## src/rtl/ahbl_apb_bridge_if.sv

```systemverilog
// Bus interfaces for the AHB-Lite to APB3 bridge.
// ahbl_if carries one AHB-Lite slave port, apb_if one APB3 port.
`timescale 1ns/1ps

interface ahbl_if;
    logic        HSEL;
    logic [31:0] HADDR;
    logic        HWRITE;
    logic [1:0]  HTRANS;
    logic [2:0]  HSIZE;
    logic [31:0] HWDATA;
    logic        HREADY;
    logic [31:0] HRDATA;
    logic        HREADYOUT;
    logic        HRESP;

    // Master side: the AHB master plus the interconnect that produces HREADY
    modport master (
        output HSEL, HADDR, HWRITE, HTRANS, HSIZE, HWDATA, HREADY,
        input  HRDATA, HREADYOUT, HRESP
    );

    // Slave side: the bridge
    modport slave (
        input  HSEL, HADDR, HWRITE, HTRANS, HSIZE, HWDATA, HREADY,
        output HRDATA, HREADYOUT, HRESP
    );
endinterface

interface apb_if #(
    parameter int ADDR_W = 12
);
    logic [ADDR_W-1:0] PADDR;
    logic              PSEL;
    logic              PENABLE;
    logic              PWRITE;
    logic [31:0]       PWDATA;
    logic [31:0]       PRDATA;
    logic              PREADY;
    logic              PSLVERR;

    // Master side: the bridge
    modport master (
        output PADDR, PSEL, PENABLE, PWRITE, PWDATA,
        input  PRDATA, PREADY, PSLVERR
    );

    // Slave side: an APB peripheral
    modport slave (
        input  PADDR, PSEL, PENABLE, PWRITE, PWDATA,
        output PRDATA, PREADY, PSLVERR
    );
endinterface

```

## src/rtl/ahbl_apb_bridge.sv

```systemverilog
// AHB-Lite slave to APB3 master bridge.
// Every accepted AHB transfer becomes one 32-bit APB access
// (SETUP, then ACCESS until PREADY). PSLVERR or an ACCESS phase that
// stalls for TIMEOUT cycles is returned as a two-cycle AHB ERROR.
`timescale 1ns/1ps

module ahbl_apb_bridge #(
    parameter int ADDR_W  = 12,
    parameter int TIMEOUT = 16   // 0 disables the ACCESS timeout
) (
    input  logic   HCLK,
    input  logic   HRESETN,
    ahbl_if.slave  ahb,
    apb_if.master  apb
);

    typedef enum logic [2:0] {
        IDLE,
        SETUP,
        ACCESS,
        DONE,
        ERR1,
        ERR2
    } state_t;

    // Counter wide enough to hold TIMEOUT; with the timeout disabled it
    // just saturates at all-ones and is never compared.
    localparam int CNT_W = (TIMEOUT > 0) ? $clog2(TIMEOUT + 1) : 1;
    localparam logic [CNT_W-1:0] CNT_MAX =
        (TIMEOUT > 0) ? CNT_W'(TIMEOUT) : {CNT_W{1'b1}};

    state_t            r_state;
    logic              r_hreadyout;
    logic              r_hresp;
    logic [31:0]       r_hrdata;
    logic              r_psel;
    logic              r_penable;
    logic              r_pwrite;
    logic [ADDR_W-1:0] r_paddr;
    logic [CNT_W-1:0]  r_cnt;

    logic              w_sample;
    logic [CNT_W-1:0]  w_cnt_inc;
    logic              w_timeout;
    logic              w_unused;

    // A valid address phase: selected, bus ready, NONSEQ or SEQ
    assign w_sample = ahb.HSEL & ahb.HREADY & ahb.HTRANS[1];

    // Saturating increment; the timeout fires on the edge at which the
    // count would reach TIMEOUT, so exactly TIMEOUT ACCESS cycles occur.
    assign w_cnt_inc = (r_cnt == CNT_MAX) ? r_cnt : r_cnt + CNT_W'(1);
    assign w_timeout = (TIMEOUT != 0) && (w_cnt_inc == CNT_MAX);

    // HSIZE is ignored (word accesses only), upper address bits and the
    // SEQ/NONSEQ distinction do not reach APB.
    assign w_unused = ^{ahb.HSIZE, ahb.HADDR[31:ADDR_W], ahb.HTRANS[0]};

    // Transfer FSM with all bus outputs registered alongside the state
    always_ff @(posedge HCLK or negedge HRESETN) begin
        if (!HRESETN) begin
            r_state     <= IDLE;
            r_hreadyout <= 1'b1;
            r_hresp     <= 1'b0;
            r_hrdata    <= 32'h0;
            r_psel      <= 1'b0;
            r_penable   <= 1'b0;
            r_pwrite    <= 1'b0;
            r_paddr     <= '0;
            r_cnt       <= '0;
        end else begin
            case (r_state)
                // States in which the AHB side is ready and may accept
                IDLE, DONE, ERR2: begin
                    if (w_sample) begin
                        r_state     <= SETUP;
                        r_paddr     <= ahb.HADDR[ADDR_W-1:0];
                        r_pwrite    <= ahb.HWRITE;
                        r_hreadyout <= 1'b0;
                        r_hresp     <= 1'b0;
                        r_psel      <= 1'b1;
                        r_penable   <= 1'b0;
                    end else begin
                        r_state     <= IDLE;
                        r_hreadyout <= 1'b1;
                        r_hresp     <= 1'b0;
                        r_psel      <= 1'b0;
                        r_penable   <= 1'b0;
                    end
                end

                SETUP: begin
                    r_state   <= ACCESS;
                    r_penable <= 1'b1;
                    r_cnt     <= '0;
                end

                // PREADY is checked before the timeout so a completion on
                // the last permitted cycle is treated as normal.
                ACCESS: begin
                    if (apb.PREADY) begin
                        r_psel    <= 1'b0;
                        r_penable <= 1'b0;
                        if (apb.PSLVERR) begin
                            r_state     <= ERR1;
                            r_hreadyout <= 1'b0;
                            r_hresp     <= 1'b1;
                        end else begin
                            r_state     <= DONE;
                            r_hreadyout <= 1'b1;
                            r_hresp     <= 1'b0;
                            if (!r_pwrite) begin
                                r_hrdata <= apb.PRDATA;
                            end
                        end
                    end else if (w_timeout) begin
                        r_state     <= ERR1;
                        r_psel      <= 1'b0;
                        r_penable   <= 1'b0;
                        r_hreadyout <= 1'b0;
                        r_hresp     <= 1'b1;
                        r_cnt       <= w_cnt_inc;
                    end else begin
                        r_cnt <= w_cnt_inc;
                    end
                end

                // First ERROR cycle: HREADYOUT low, second: high
                ERR1: begin
                    r_state     <= ERR2;
                    r_hreadyout <= 1'b1;
                    r_hresp     <= 1'b1;
                end

                default: begin
                    r_state     <= IDLE;
                    r_hreadyout <= 1'b1;
                    r_hresp     <= 1'b0;
                    r_psel      <= 1'b0;
                    r_penable   <= 1'b0;
                end
            endcase
        end
    end

    assign ahb.HRDATA    = r_hrdata;
    assign ahb.HREADYOUT = r_hreadyout;
    assign ahb.HRESP     = r_hresp;

    assign apb.PADDR   = r_paddr;
    assign apb.PSEL    = r_psel;
    assign apb.PENABLE = r_penable;
    assign apb.PWRITE  = r_pwrite;
    // Write data is passed straight through; the AHB master holds HWDATA
    // for the whole data phase, which spans SETUP and ACCESS.
    assign apb.PWDATA  = (r_psel && r_pwrite) ? ahb.HWDATA : 32'h0;

endmodule

```

## src/flat_wrapper.sv

```systemverilog
// flat-port wrapper written by rule: the top's interface ports become plain ports
module ahbl_apb_bridge_flat 
#(
    parameter int ADDR_W  = 12,
    parameter int TIMEOUT = 16                                   
)
  (HCLK, HRESETN, ahb_HSEL, ahb_HADDR, ahb_HWRITE, ahb_HTRANS, ahb_HSIZE, ahb_HWDATA, ahb_HREADY, ahb_HRDATA, ahb_HREADYOUT, ahb_HRESP, apb_PADDR, apb_PSEL, apb_PENABLE, apb_PWRITE, apb_PWDATA, apb_PRDATA, apb_PREADY, apb_PSLVERR);
  ahbl_if ahb_i ();
  apb_if #(.ADDR_W(ADDR_W)) apb_i ();
  input  logic HCLK;
  input  logic HRESETN;
  input wire logic [$bits(ahb_i.HSEL)-1:0] ahb_HSEL;
  input wire logic [$bits(ahb_i.HADDR)-1:0] ahb_HADDR;
  input wire logic [$bits(ahb_i.HWRITE)-1:0] ahb_HWRITE;
  input wire logic [$bits(ahb_i.HTRANS)-1:0] ahb_HTRANS;
  input wire logic [$bits(ahb_i.HSIZE)-1:0] ahb_HSIZE;
  input wire logic [$bits(ahb_i.HWDATA)-1:0] ahb_HWDATA;
  input wire logic [$bits(ahb_i.HREADY)-1:0] ahb_HREADY;
  output wire logic [$bits(ahb_i.HRDATA)-1:0] ahb_HRDATA;
  output wire logic [$bits(ahb_i.HREADYOUT)-1:0] ahb_HREADYOUT;
  output wire logic [$bits(ahb_i.HRESP)-1:0] ahb_HRESP;
  output wire logic [$bits(apb_i.PADDR)-1:0] apb_PADDR;
  output wire logic [$bits(apb_i.PSEL)-1:0] apb_PSEL;
  output wire logic [$bits(apb_i.PENABLE)-1:0] apb_PENABLE;
  output wire logic [$bits(apb_i.PWRITE)-1:0] apb_PWRITE;
  output wire logic [$bits(apb_i.PWDATA)-1:0] apb_PWDATA;
  input wire logic [$bits(apb_i.PRDATA)-1:0] apb_PRDATA;
  input wire logic [$bits(apb_i.PREADY)-1:0] apb_PREADY;
  input wire logic [$bits(apb_i.PSLVERR)-1:0] apb_PSLVERR;
  assign ahb_i.HSEL = ahb_HSEL;
  assign ahb_i.HADDR = ahb_HADDR;
  assign ahb_i.HWRITE = ahb_HWRITE;
  assign ahb_i.HTRANS = ahb_HTRANS;
  assign ahb_i.HSIZE = ahb_HSIZE;
  assign ahb_i.HWDATA = ahb_HWDATA;
  assign ahb_i.HREADY = ahb_HREADY;
  assign ahb_HRDATA = ahb_i.HRDATA;
  assign ahb_HREADYOUT = ahb_i.HREADYOUT;
  assign ahb_HRESP = ahb_i.HRESP;
  assign apb_PADDR = apb_i.PADDR;
  assign apb_PSEL = apb_i.PSEL;
  assign apb_PENABLE = apb_i.PENABLE;
  assign apb_PWRITE = apb_i.PWRITE;
  assign apb_PWDATA = apb_i.PWDATA;
  assign apb_i.PRDATA = apb_PRDATA;
  assign apb_i.PREADY = apb_PREADY;
  assign apb_i.PSLVERR = apb_PSLVERR;
  ahbl_apb_bridge #(.ADDR_W(ADDR_W), .TIMEOUT(TIMEOUT)) u_core (.HCLK(HCLK), .HRESETN(HRESETN), .ahb(ahb_i), .apb(apb_i));
endmodule
```

## config.mk

```make
export PLATFORM = sky130hd
export DESIGN_NAME = ahbl_apb_bridge_flat
export DESIGN_NICKNAME = d
export VERILOG_FILES = /design/src/rtl/ahbl_apb_bridge_if.sv /design/src/rtl/ahbl_apb_bridge.sv /design/src/flat_wrapper.sv
export SDC_FILE = /design/constraint.sdc
export NUM_CORES = 1
export LEC_CHECK = 0
export CAP_MARGIN = 20
export CORE_MARGIN = 10
export CORE_UTILIZATION = 39
export CTS_CLUSTER_DIAMETER = 200
export DETAILED_ROUTE_END_ITERATION = 8
export PLACE_DENSITY = 0.94
export SKIP_LAST_GASP = 1
export SYNTH_ARGS = -nofsm -noshare
export SYNTH_HDL_FRONTEND = slang
export SYNTH_SLANG_ARGS = --single-unit
```

## constraint.sdc

```tcl
create_clock -name HCLK -period 4.1 [get_ports HCLK]
set_clock_uncertainty 0.15 [all_clocks]
set_input_delay 0.82 -clock HCLK [delete_from_list [all_inputs] [get_ports HCLK]]
set_output_delay 0.82 -clock HCLK [all_outputs]
set_load 0.02 [all_outputs]
```

**After elaboration in Yosys (flattened, before gate mapping)**

Cells that the tools add are included.

- Register bits after elaboration: 57
- Bits of input ports: 108
- Output and inout bits: 81
- Logic and storage cells: 59

- Add/subtract/negate cells: 1
- Equality and inequality tests: 9
- Multiplexer cells: 22
- Bitwise logic cells: 7
- Reductions and logical operators: 11

Operator list:

| kind | count |
|---|---|
| $mux 32 | 1 |
| $pmux 1 s3 | 4 |
| $pmux 3 s4 | 1 |
| $eq 5x5->1 const B | 2 |
| $mux 1 | 10 |
| $mux 5 | 2 |
| $pmux 5 s2 | 1 |
| $reduce_and 2->1 | 5 |
| $mux 3 | 3 |
| $eq 3x2->1 const B | 2 |
| $eq 3x3->1 const B | 2 |
| $add 5x1->5 const B | 1 |
| $not 1->1 | 5 |
| $reduce_and 4->1 | 1 |
| $eq 3x1->1 const B | 1 |
| $logic_not 3->1 | 1 |
| $ne 3x2->1 const B | 1 |
| $reduce_or 3->1 | 1 |
| $and 1x1->1 | 2 |
| $ne 2x2->1 const B | 1 |
| $reduce_bool 2->1 | 1 |
| $reduce_or 2->1 | 1 |
| $logic_and 1x1->1 | 1 |

**Depth between registers and ports, before layout**

Gate-level depths: netlist (run 1).

- Depth after elaboration: 6
- Gate-level depth with buffers: 7
- Gate-level depth less buffers: 7

**Worst setup path after synthesis (run 1)**

OpenSTA, ideal clock, no wires.

- Path kind: input -> register
- Start: input port apb_PSLVERR
- End: register u_core.r_hrdata[0] (netlist: u_core.ahb.HRDATA[0])
- Setup time: 0.125 ns
- Arrival time: 1.933 ns
- Required time: 3.825 ns
- Setup slack: 1.892 ns
- Cell stages on the path: 5
- Buffers on the path: 2
- Cells stage by stage: nand2b_1 > or4_4 > buf_6 > buf_6 > mux2_4

- Word-level cells in the longest chain between the ends: 2

Ends and longest elaborated chain:

| item | line | RTL |
|---|---|---|
| start, declared | flat_wrapper.sv:29 | `input wire logic [$bits(apb_i.PSLVERR)-1:0] apb_PSLVERR;` |
| $not 1->1 (no line) | n/a |  |
| $reduce_and 4->1 (no line) | n/a |  |
| end signal, assigned | ahbl_apb_bridge.sv:113 | `r_hrdata <= apb.PRDATA;` |
| end, declared | ahbl_apb_bridge.sv:35 | `logic [31:0] r_hrdata;` |

No other way between the ends.
A chain may end at the register's enable or synchronous reset.

**Final worst setup path (run 1)**

- Start: register u_core.r_pwrite (netlist: u_core.apb.PWRITE)
- End: output port apb_PWDATA[16]

- Word-level cells in the longest chain between the ends: 2

Ends and longest elaborated chain:

| item | line | RTL |
|---|---|---|
| start, declared | ahbl_apb_bridge.sv:38 | `logic r_pwrite;` |
| start signal, assigned | ahbl_apb_bridge.sv:78 | `r_pwrite <= ahb.HWRITE;` |
| $logic_and 1x1->1 | ahbl_apb_bridge.sv:156 | `assign apb.PWDATA = (r_psel && r_pwrite) ? ahb.HWDATA : 32'h0;` |
| $mux 32 | ahbl_apb_bridge.sv:156 |  |
| end, declared | flat_wrapper.sv:26 | `output wire logic [$bits(apb_i.PWDATA)-1:0] apb_PWDATA;` |

No other way between the ends.

==> out/summary.txt, run 1 <==
Seq cells post-synth - 57
Boundary Pins - 189
crit share post-route - 77.0%
CP required - 3.13 ns
H-tree Lvls - 3
P_sw - 0.00120 W
Synth Warn # - 0
top cells by count, synth - 56 x dfrtp_1, 32 x and3_1, 30 x mux2_4
CP max FO - 35
Static Leakage - 2.17 nW
cell class contributing the biggest share of worst-path delay - flip-flops
Clock Sinks - 57
final setup violating endpoints - 0
final setup TNS - 0 ns
Post-Route WL - 9.87 mm
DRC viols - 0
initial core utilization - 39.8%
vias in the first global route - 2672
via count - 2480
Mapped Area - 2870 sq um
highest-delay cell along the critical path - dfrtp_1
Cell Pwr Density - 673 nW/um^2
maximum clock frequency - 317 MHz
max incr delay on CP - 0.90 ns
Die Span Y - 106 um
starting DRC count in detailed routing - 81
first-pass GRT wire length - 15.4 mm
RSZ-0062 raised after global routing - false
DR WL met2 - 5.35 mm
Internal - 0.00200 W
WL/cell - 19.7 um
layout cell share with drive strength beyond 1 - 17.4%
largest area contributor in the netlist - dfrtp_1
fin crit period - 3.16 ns
drt pass-1 iters - 4
remaining global-route overflow - 0
Logic pwr share - 49.9%
sequential share of power - 33.7%
WL met3 - 619 um
Main synth FF type - dfrtp_1
top cells by area, synth - dfrtp_1 49%, mux2_4 16%, and3_1 7.0%, mux2_2 6.3%, nor2_1 1.8%
DIE AREA - 11200 sq um
Horiz. Die Dim - 106 um
Max-cap violations - 0
Max Slew Vio Count - 0
Critical Path Sink Type - output pin
Syn Inst Count - 236
final std cells w/o fill - 502
n_diodes - 0
placed cells - 486
CTS Hold Bufs - 0
relative slew slack - 42.1%
Layout area overhead - 65.6%
FFs w/ async S/R, synth - 100%
total CTS buffers - 9
Synth cell types - 38
Post-synth EDFFs - 0
Tightest Hold Check Type - reg2reg
initial antenna violation count - 0
Least-Margin Pin Slew - 0.868 ns
Skew-Pair Late Insertion Delay - 0.33 ns
FP Rows - 31
IO buf count - 164
Final Hold Viols - 0
Worst VDD drop - 425 uV
layout net count - 508
post-CTS setup buffers - 0
count leader, synth - dfrtp_1
largest net degree at the start of global routing - 40
Buf/Inv on CP - 1
Worst Path Arrival - 2.19 ns
share of the synthesized area in the top cell type - 48.8%
DRT antenna net count - 0
syn_nets - 346
clock-pin slew on the worst setup and hold paths - 0.06 ns
Crit Path Class - reg2out
uppermost layer routed - met4
run status - complete, no violations
GRT Util Overall - 17.4%
crit-path cells - and3_1 > clkdlybuf4s50_1
CP startpoint kind - register
Via density - 4.94
Avg Cell Area, Syn - 12.2 sq um
M1 wire length - 3.81 mm
Core ar. - 7210 sq um
Placer Congestion - 0.818
CTS Buffer Depth - 2
Sw Ratio - 37.4%
CTS tree - done
sequential element share of the synthesized area - 49.7%
HPWL Detailed - 7.68 mm
Clk pwr share - 16.4%
clock root buffer - clkbuf_8
cts repair resizes - 0
## worst reg2reg max path, delay by kind of cell, from the launching register on
kind          cells  cell delay (ns)
simple gates      1             0.96
flops             1             0.70
mux               1             0.43
## layout by cell type, fill, tap and decap left out, types with 2 or more instances in the layout
cell type	n
a21oi_1	10
a31o_2	2
a31oi_1	2
and2_1	2
and3_1	32
buf_4	2
clkbuf_8	10
clkdlybuf4s50_1	163
clkinv_2	2
clkinvlp_4	2
dfrtp_1	56
ha_1	2
inv_1	4
mux2_2	16
mux2_4	30
mux2i_1	2
nand2_1	3
nand2b_1	4
nand3_1	4
nand4_1	2
nor2_1	14
nor2b_1	5
nor3_1	3
o21ai_0	7
o22ai_1	2
o31ai_1	3
or4_1	2
xor2_1	2
## path summary, 6_finish.rpt
check                                      start                    end  slack [ns]  depth (start not counted)
hold reg to reg            u_core.ahb.HRDATA[15]  u_core.ahb.HRDATA[15]        0.36                          1
max in group asynchronous                HRESETN   u_core.ahb.HREADYOUT        2.50                          2
setup / recovery               u_core.apb.PWRITE         apb_PWDATA[16]        0.94                          2
setup reg to reg               u_core.apb.PWRITE   u_core.ahb.HRDATA[0]        1.74                          2
min in group asynchronous                HRESETN  u_core.ahb.HRDATA[21]        0.44                          1
hold / removal             u_core.ahb.HRDATA[15]  u_core.ahb.HRDATA[15]        0.36                          1
## power by group through the flow
stage | sequential [W] | clock, W | combinational, W
floorplan | 0.00127 | 0 | 0.000656
global placement | 0.00105 | 0 | 0.00157
detailed placement | 0.00108 | 0 | 0.00161
CTS | 0.00108 | 0.000533 | 0.00162
global route | 0.00112 | 0.000566 | 0.00169
finish | 0.00108 | 0.000525 | 0.00160
## through the flow
step	setup slack, ns	util, %	instance area (sq um)	hold WS [ns]	total power [W]
after floorplan	1.89	-	2870	0.353	0.00192
after global placement	1.07	63.2	4560	0.338	0.00262
after detailed placement	1.04	63.2	4560	0.342	0.00269
after CTS	0.940	65.9	4750	0.361	0.00323
after global routing	0.828	65.9	4750	0.376	0.00338
final	0.941	65.9	4750	0.357	0.00320
## sequential cells by signal, summed over array words and instances (netlist names)
register,flops
u_core.r_cnt,5
u_core.ahb.HRDATA,32
u_core.apb.PADDR,12
u_core.ahb.HREADYOUT,1
u_core.ahb.HRESP,1
u_core.apb.PENABLE,1
u_core.apb.PWRITE,1
u_core.r_state,3
u_core.apb.PSEL,1
## layout make-up
class	instances	area [sq um]
clock buffer	11	141
clock inverter	5	55.1
fill	555	2460
inverter	4	15.0
multi-input combinational	160	1340
sequential	57	1430
tap	99	124
timing repair buffer	166	1650
## per-layer routing
layer  vias up  global-route usage [%]
met2       100                    31.1
met3         9                    5.18
met4         0                    4.16
met1      1194                    19.7
li1       1177                       -
met5         -                       0
## cell families (layout without fill, tap and decap cells)
logic type,Yosys count,count (layout),synth area share [%]
buf+inv,19,186,3.62
flops,57,57,49.7
xor+xnor,2,2,0.610
compound gates,31,31,6.80
mux,48,48,22.7
simple gates,77,77,15.7
fa+ha+maj,2,2,0.871
No activity file was read; power rests on OpenSTA's default activity.
==> run 2: changes to the inputs <==
- CORE_UTILIZATION: 39 -> 33
- PLACE_DENSITY: 0.94 -> 0.86
- clock period: 4.1 -> 2.7 ns (I/O delays scaled with it)
==> run 2 against run 1 <==
Effect of this change:
- total power is 54% higher
- routed wire length down 1.9%
- register-to-register slack lost 1.3 ns
- global-route usage decreased by 2.5 points
- critical endpoint is now apb_PWDATA[19]
==> out/summary.txt, run 2 (same netlist as run 1, synthesis figures left out) <==
layout cell share with drive strength beyond 1 - 18.9%
Static Leakage - 2.21 nW
n_diodes - 0
fin crit period - 2.55 ns
DRT antenna net count - 0
initial core utilization - 34.4%
cell count of the worst reg-to-reg path - 7
Post-Route WL - 9.69 mm
Final Hold Viols - 0
FP Rows - 33
DIE AREA - 12800 sq um
CP startpoint kind - register
vias in the first global route - 2667
Cell Pwr Density - 1020 nW/um^2
clock-pin slew on the worst setup and hold paths - 0.07 ns
RR Endpoint - u_core.apb.PSEL
HPWL Detailed - 7.70 mm
Fill cells - 698
relative slew slack - 65.9%
Worst VDD drop - 647 uV
r2r setup slk - 0.46 ns
Crit Reg-Reg Startpoint - u_core.r_cnt[0]
Skew-Pair Late Insertion Delay - 0.33 ns
commonest non-fill, non-tap cell in the layout - clkdlybuf4s50_1
Least-Margin Pin Slew - 0.511 ns
clock root buffer - clkbuf_8
H-tree Lvls - 3
multi-input logic area - 1340 sq um
Die Span Y - 113 um
via count - 2518
maximum clock frequency - 392 MHz
remaining global-route overflow - 0
CTS Hold Bufs - 0
total CTS buffers - 9
Clock Sinks - 57
RSZ-0062 raised after global routing - false
starting DRC count in detailed routing - 122
post-CTS setup buffers - 0
Max-cap violations - 0
GRT Util Overall - 14.8%
CP max FO - 35
Crit Path Class - reg2out
initial antenna violation count - 0
Largest register FFs - 32
Tightest Hold Check Type - in2async
DRC viols - 0
drt pass-1 iters - 5
Critical Path Start - u_core.apb.PWRITE
Critical Path Sink Type - output pin
CP required - 2.01 ns
crit share post-route - 94.5%
final setup TNS - 0 ns
Via density - 4.92
first-pass GRT wire length - 15.4 mm
Layout area overhead - 68.2%
CTS tree - done
Horiz. Die Dim - 113 um
cts repair resizes - 2
layout net count - 512
area post-placement - 4610 sq um
run status - complete, no violations
Boundary Pins - 189
WL/cell - 18.9 um
Placer Congestion - 0.832
Storage cell area - 1430 sq um
largest net degree at the start of global routing - 36
IO buf count - 164
Worst Path Arrival - 1.86 ns
fin area - 4830 sq um
CTS Buffer Depth - 2
Max Slew Vio Count - 0
most frequent cells in the layout - 163 x clkdlybuf4s50_1, 54 x dfrtp_1, 32 x and3_1
final setup violating endpoints - 0
Core ar. - 8340 sq um
run 2: cell types whose count changed in the layout (fill, tap and decap cells not counted), sizes merged:
| cell | change |
|---|---|
| clkinvlp | -1 |
| bufinv | +1 |
| clkbuf | -2 |
| clkinv | +2 |
| buf | +4 |
run 2: cell type report:
type,instances,share of cell area [%]
Clock buffer,9,2.56
Clock inverter,7,1.97
Inverter,4,0.311
Multi-Input combinational cell,160,27.7
Sequential cell,57,29.6
Tap cell,105,2.72
Timing Repair Buffer,170,35.1
run 2: worst max-delay path: stages, from the launching register on:
cell and delay (ns):
dfrtp_2 0.66, and3_1 0.23, clkdlybuf4s50_1 0.65
run 2: worst max path at each step:
stage,end,cells past startpoint
floorplan,u_core.ahb.HREADYOUT,7
global placement,apb_PWDATA[16],3
detailed placement,u_core.ahb.HRDATA[12],5
CTS,apb_PWDATA[19],2
global route,apb_PWDATA[19],2
finish,apb_PWDATA[19],2
run 2: per-layer routing:
layer | track usage [%] | routed length (um) | share of wire, % | up-vias
met3 | 5.60 | 721 | 7.4 | 9
li1 | - | - | - | 1182
met5 | 0 | 0 | 0 | -
met1 | 17.1 | 3840 | 40 | 1217
met2 | 26.0 | 5060 | 52 | 110
met4 | 2.12 | 65 | 0.67 | 0
run 2: through the flow:
step / util [%] / power (W) / cells / worst slack (ns) / hold WS [ns]
finish: 57.9 / 0.00494 / 512 / 0.148 / 0.0184
global route: 57.9 / 0.00525 / 512 / 0.0637 / 0.0361
CTS: 57.9 / 0.00501 / 512 / 0.150 / 0.0171
detailed placement: 55.3 / 0.00410 / 496 / 0.227 / 0.340
global placement: 55.3 / 0.00401 / 496 / 0.234 / 0.339
floorplan: - / 0.00292 / 236 / 0.721 / 0.0944
run 2: where the power goes:
part	total (W)	switching [W]	internal (W)
logic	0.00243	0.00107	0.00136
registers	0.00163	0.000386	0.00125
clock network	0.000873	0.000355	0.000519
total	0.00494	0.00182	0.00313
